--- config.mk ---
export PLATFORM = sky130hd
export DESIGN_NAME = up_pushbutton_port
export DESIGN_NICKNAME = d
export VERILOG_FILES = /design/src/rtl/up_io_pkg.sv /design/src/rtl/up_debounce_bit.sv /design/src/rtl/up_pushbutton_port.sv
export SDC_FILE = /design/constraint.sdc
export NUM_CORES = 1
export LEC_CHECK = 0
export ABC_AREA = 1
export BUFFER_PORTS_ARGS = -buffer_cell sky130_fd_sc_hd__buf_2
export CAP_MARGIN = 20
export CORE_MARGIN = 3
export CORE_UTILIZATION = 45
export DETAILED_ROUTE_END_ITERATION = 10
export PLACE_DENSITY = 0.72
export SKIP_CTS_REPAIR_TIMING = 1
export SYNTH_ARGS = -nofsm -noshare
export SYNTH_HDL_FRONTEND = slang
export SYNTH_SLANG_ARGS = --single-unit
--- constraint.sdc ---
create_clock -name i_clock -period 2.75 [get_ports i_clock]
set_input_delay 0.275 -clock i_clock [delete_from_list [all_inputs] [get_ports i_clock]]
set_output_delay 0.275 -clock i_clock [all_outputs]
set_load 0.02 [all_outputs]
--- src/rtl/up_io_pkg.sv ---
// Shared definitions for the uP pushbutton input port: nibble width and the
// per-button debounce state encoding.
package up_io_pkg;

    localparam int UP_NIBBLE_W = 4;

    typedef enum logic [1:0] {
        ST_LOW  = 2'd0,
        ST_RISE = 2'd1,
        ST_HIGH = 2'd2,
        ST_FALL = 2'd3
    } db_state_t;

endpackage

--- src/rtl/up_debounce_bit.sv ---
// One button: two-flop synchroniser followed by a counting debounce FSM.
// Emits the stable level and a one-cycle pulse on the cycle a press is accepted.
module up_debounce_bit
    import up_io_pkg::*;
#(
    parameter int DEBOUNCE_CYCLES = 4,
    parameter int CNT_W           = 3
) (
    input  logic i_clock,
    input  logic i_reset,
    input  logic i_button,
    output logic o_level,
    output logic o_press_pulse
);

    localparam logic [CNT_W-1:0] CNT_MAX = CNT_W'(DEBOUNCE_CYCLES - 1);
    localparam logic [CNT_W-1:0] CNT_ONE = CNT_W'(1);

    logic             r_sync1;
    logic             r_sync2;
    logic             w_s;
    db_state_t        r_state;
    db_state_t        w_state_next;
    logic [CNT_W-1:0] r_cnt;
    logic [CNT_W-1:0] w_cnt_next;

    assign w_s = r_sync2;

    always_ff @(posedge i_clock or negedge i_reset) begin
        if (!i_reset) begin
            r_sync1 <= 1'b0;
            r_sync2 <= 1'b0;
            r_state <= ST_LOW;
            r_cnt   <= '0;
        end else begin
            r_sync1 <= i_button;
            r_sync2 <= r_sync1;
            r_state <= w_state_next;
            r_cnt   <= w_cnt_next;
        end
    end

    // The counter only advances while a candidate level is held; any bounce back restarts it.
    always_comb begin
        w_state_next = r_state;
        w_cnt_next   = r_cnt;
        case (r_state)
            ST_LOW: begin
                if (w_s) begin
                    w_state_next = ST_RISE;
                    w_cnt_next   = CNT_ONE;
                end else begin
                    w_cnt_next   = '0;
                end
            end
            ST_RISE: begin
                if (!w_s) begin
                    w_state_next = ST_LOW;
                    w_cnt_next   = '0;
                end else if (r_cnt == CNT_MAX) begin
                    w_state_next = ST_HIGH;
                    w_cnt_next   = '0;
                end else begin
                    w_cnt_next   = r_cnt + CNT_ONE;
                end
            end
            ST_HIGH: begin
                if (!w_s) begin
                    w_state_next = ST_FALL;
                    w_cnt_next   = CNT_ONE;
                end else begin
                    w_cnt_next   = '0;
                end
            end
            ST_FALL: begin
                if (w_s) begin
                    w_state_next = ST_HIGH;
                    w_cnt_next   = '0;
                end else if (r_cnt == CNT_MAX) begin
                    w_state_next = ST_LOW;
                    w_cnt_next   = '0;
                end else begin
                    w_cnt_next   = r_cnt + CNT_ONE;
                end
            end
            default: begin
                w_state_next = ST_LOW;
                w_cnt_next   = '0;
            end
        endcase
    end

    always_comb begin
        o_level       = (r_state == ST_HIGH) || (r_state == ST_FALL);
        o_press_pulse = (r_state == ST_RISE) && w_s && (r_cnt == CNT_MAX);
    end

endmodule

--- src/rtl/up_pushbutton_port.sv ---
// Pushbutton input port for the 4-bit uP: debounced levels plus sticky press
// events, cleared by an edge-detected IN read during the execute phase.
// i_reset is asynchronous and active-low.
module up_pushbutton_port
    import up_io_pkg::*;
#(
    parameter int WIDTH           = UP_NIBBLE_W,
    parameter int DEBOUNCE_CYCLES = 4,
    parameter int CNT_W           = 3
) (
    input  logic             i_clock,
    input  logic             i_reset,
    input  logic [WIDTH-1:0] i_pushbuttons,
    input  logic             i_phase,
    input  logic             i_rd_en,
    output logic [WIDTH-1:0] o_data_out,
    output logic [WIDTH-1:0] o_btn_level,
    output logic             o_event_pend,
    output logic             o_rd_ack
);

    logic [WIDTH-1:0] w_level;
    logic [WIDTH-1:0] w_press;
    logic [WIDTH-1:0] r_press_latch;
    logic             r_rd_prev;
    logic             r_rd_ack;
    logic             w_rd_req;
    logic             w_rd_accept;

    for (genvar g = 0; g < WIDTH; g++) begin : g_bit
        up_debounce_bit #(
            .DEBOUNCE_CYCLES (DEBOUNCE_CYCLES),
            .CNT_W           (CNT_W)
        ) u_debounce (
            .i_clock       (i_clock),
            .i_reset       (i_reset),
            .i_button      (i_pushbuttons[g]),
            .o_level       (w_level[g]),
            .o_press_pulse (w_press[g])
        );
    end

    assign w_rd_req    = i_rd_en & i_phase;
    assign w_rd_accept = w_rd_req & ~r_rd_prev;

    // A press landing on the read edge survives the clear so it is seen by the next read.
    always_ff @(posedge i_clock or negedge i_reset) begin
        if (!i_reset) begin
            r_press_latch <= '0;
            r_rd_prev     <= 1'b0;
            r_rd_ack      <= 1'b0;
        end else begin
            r_rd_prev     <= w_rd_req;
            r_rd_ack      <= w_rd_accept;
            r_press_latch <= w_rd_accept ? w_press : (r_press_latch | w_press);
        end
    end

    assign o_data_out   = w_level | r_press_latch;
    assign o_btn_level  = w_level;
    assign o_event_pend = |r_press_latch;
    assign o_rd_ack     = r_rd_ack;

endmodule

Yosys cells after proc, flatten, opt, wreduce, memory -nomap -nowiden

Cells that the tools add are included.

Add/subtract/negate cells: 4
Eq/ne operators: 32
Multiplexer cells: 53
Bitwise operators: 5
Reductions and logical operators: 21

Operator list:

| cell                                                                     | count |
|---|---|
| 2-bit 2-to-1 mux                                                         | 24 |
| 3-bit case mux with 4 select lines                                       | 4 |
| 3-bit 2-to-1 mux                                                         | 12 |
| 2-bit case mux with 4 select lines                                       | 4 |
| 2-bit equality test (second input constant)                              | 8 |
| 4-bit AND reduction                                                      | 4 |
| 3-bit by 1-bit adder with 3-bit output (second input constant)           | 4 |
| 3-bit by 2-bit equality test with 1-bit output (second input constant)   | 4 |
| 3-bit by 1-bit inequality test with 1-bit output (second input constant) | 4 |
| 3-bit inequality test (second input constant)                            | 4 |
| 2-bit by 1-bit equality test with 1-bit output (second input constant)   | 4 |
| 1-bit logical AND                                                        | 8 |
| 2-bit logical NOT                                                        | 4 |
| 1-bit 2-to-1 mux                                                         | 8 |
| 2-bit by 1-bit inequality test with 1-bit output (second input constant) | 4 |
| 2-bit inequality test (second input constant)                            | 4 |
| 4-bit bitwise OR                                                         | 2 |
| 1-bit logical OR                                                         | 4 |
| 4-bit 2-to-1 mux                                                         | 1 |
| 4-bit OR reduction                                                       | 1 |
| 1-bit bitwise AND                                                        | 2 |
| 1-bit inverter                                                           | 1 |

Flip-flop bits (word level): 34
Output and inout bits: 10
Logic and storage cells: 134

Longest topological paths before layout

Depth after elaboration: 5
Depth in mapped cells: 6
Gate-level depth less buffers: 6

By module

From an unflattened synthesis, not the netlist that was laid out.

Cell total of the unflattened synthesis: 146
Area total of the unflattened synthesis: 1372.6 sq um

By module, submodules not included:

| module             | instances | cells each | area an instance (sq um) | sequential area each (sq um) |
|---|---|---|---|---|
| up_debounce_bit    | 4         | 29         | 279.0                    | 175.2 |
| up_pushbutton_port | 1         | 30         | 256.5                    | 150.1 |

Worst setup path after synthesis

OpenSTA, ideal clock, no wires.

Kind: flip-flop to output port
Start point: register with a tool-made name
End point: output port o_data_out[3]
Arrival: 751 ps
Data required time: 2475 ps
Setup slack: 1724 ps
Cell stages (with the launch flop): 2
Path through: dfrtp_1 > or2_2

RTL lines:

| what          | line                     | RTL |
|---|---|---|
| end, declared | up_pushbutton_port.sv:16 | `output logic [WIDTH-1:0] o_data_out,` |

==> impl_metrics.yaml <==
status:
  status: "complete, but fails checks"
  violations: "negative hold slack"
yosys:
  synth_top_area_share_pct: 61.3
  synth_top_cell_by_area: "dfrtp_1"
  synth_area_per_cell_um2: 8.95
  ys_seq_area_share_pct: 61.3
  ys_ff_latch: 34
  synth_warnings: 0
  netlist_area_um2: 1390
  synth_cell_types: 12
  synth_nets: 167
  synth_area_leaders: "dfrtp_1 (61%), nand2_1 (10%), inv_1 (7.3%)"
  syn-instance-count: 155
pwr:
  total_power_w: 0.00146
  power_density_nw_per_um2: 969
  p_leak_nw: 0.859
  ir_worst_vdd_v: 0.000374
setup_path:
  crit_path_end_kind: "output pin"
  cp_max_fo: 6
  worstSetupStartpointType: "flop"
  critical_path_class: "reg -> out"
  worstPathArrival_ns: 1.22
  cp.required_ns: 2.48
clock_network:
  cts.sinks: 34
  cts-htree-levels: 2
  cts_buffers: 5
  clkLatencyLatePin_ns: 0.33
  clock-root-buffer: "clkbuf_4"
  cts_tree: "yes"
  cts_buffer_depth: 2
  clkTransAtPathRegs_ns: 0.09
cells_and_area:
  num_antenna_cells: 0
  fillers: 272
  area_growth_pct: 8.93
  nets: 183
  fin_util_pct: 53.0
  fin_area_um2: 1510
  drive_gt1_share_pct: 14.0
detailed_routing:
  routed-wl-met3_um: 140
  wl_met2_um: 941
  final_antenna_net_count: 0
  drt_pre_antenna_iters: 4
  highest_layer: "met4"
  drcViolationCount: 0
  drt_iter0_drc: 66
  wire_per_inst_um: 10.2
  routed_wl_mm: 2.05
  vias: 961
  via_per_inst: 4.76
  drt-met1-wl_um: 920
place:
  port_buffers: 17
  gp_congestion: 0.803
  place_area_um2: 1470
  hpwl_mm: 1.54
floorplanning:
  initial_core_util_pct: 48.6
  die_h_um: 61.5
  num_rows: 19
  design.die.area_um2: 3790
  io_pins: 18
  die_w_um: 61.5
  core-area_um2: 2850
global_route:
  grt_start_max_net_pins: 35
  grt_pass1_vias: 894
  gr-total-overflow: 0
  grt_pass1_wl_mm: 3.63
  grt_use_total_pct: 13.6
  antenna_found_initial: 0
timing:
  finalSetupTns_ns: 0
  rsz0062_at_grt: "no"
  fin_crit_sh_pct: 54.3
  fin_skew_ns: 0.00778
  fmax_ghz: 0.670
  report.final.slew_viol_count: 0
  setup_viol: 0
  relSlewSlack_pct: 52.8
  period_minus_slack_ns: 1.49
  hold_viol_final: 17
  holdWs_ns: -0.0167
  tightest_slew_ns: 0.708
flow_run:
  drv_cap: 0
min_path:
  hp-class: "in -> async"
-- per-stage QoR --
| step | hold WS [ns] | setup WS, ns | cells |
|---|---|---|---|
| finish | -0.0167 | 1.26 | 202 |
| global route | 0.0258 | 1.19 | 202 |
| CTS | 0.0116 | 1.24 | 202 |
| detailed placement | 0.340 | 1.62 | 195 |
| global placement | 0.331 | 1.63 | 195 |
| floorplan | -0.0206 | 1.72 | 155 |
-- metal layers --
layer | up-vias | GRT usage (%)
met3 | 5 | 6.71
met5 | - | 0
li1 | 489 | -
met2 | 23 | 20.5
met1 | 444 | 16.0
met4 | 0 | 7.27
-- power by group --
| group | switching, W | internal, W |
|---|---|---|
| clock network | 0.000145 | 0.0000962 |
| logic | 0.000314 | 0.000183 |
| registers | 0.0000973 | 0.000628 |
| total | 0.000556 | 0.000908 |
-- final timing paths --
check	startpoint	endpoint	slack, ns	cells after the start
worst max-delay path	flop	o_data_out[3]	1.26	2
worst min-delay path	i_reset	g_bit[0].u_debounce.r_cnt[2]$_DFF_PN0_	-0.02	1
worst max register to register	flop	g_bit[0].u_debounce.r_cnt[1]$_DFF_PN0_	1.74	2
worst min register to register	g_bit[2].u_debounce.r_sync1$_DFF_PN0_	g_bit[2].u_debounce.r_sync2$_DFF_PN0_	0.36	0
max in group asynchronous	i_reset	g_bit[0].u_debounce.r_sync1$_DFF_PN0_	2.30	1
min in group i_clock	i_pushbuttons[2]	g_bit[2].u_debounce.r_sync1$_DFF_PN0_	0.05	1
-- synthesized netlist by cell type --
master    instances
xnor2_1           1
inv_1            27
o21ai_0           4
a21oi_1           3
dfrtp_1          34
nand2_1          37
nor2_1           24
nand3_1          11
clkbuf_1          4
or2_2             2
ha_1              4
buf_4             4
-- critical path, stage by stage (launching register included) --
cell and delay (ns):
dfrtp_1 0.43, or2_2 0.30, buf_2 0.16
-- kinds of logic (layout without fill, tap and decap cells) --
group | Yosys count | in the layout | share of synthesized area (%)
AOI/OAI and AO/OA | 7 | 7 | 2.52
xor gates and xnor gates | 1 | 1 | 0.631
adders and majority gates | 4 | 4 | 3.61
buffers and inverters | 35 | 51 | 10.6
DFF | 34 | 34 | 61.3
and+or+nand+nor | 74 | 74 | 21.4
-- final cells by class --
cell class / count / area, µm² / area share, %
well taps: 31 / 38.8 / 2.57
inverters: 27 / 101 / 6.71
multi-input cells: 86 / 390 / 25.8
repair buffers: 17 / 85.1 / 5.63
clock buffers: 7 / 45.0 / 2.98
flip-flops and latches: 34 / 851 / 56.3
-- cell usage in the layout (no fill, tap or decap) --
cell type,instances
ha_1,4
dfrtp_1,34
clkbuf_4,5
a21oi_1,3
o21ai_0,4
buf_2,17
nand3_1,11
or2_2,2
nand2_1,37
inv_1,27
nor2_1,24
clkbuf_1,2
xnor2_1,1
Note: power is estimated with default switching activity, not from simulation.
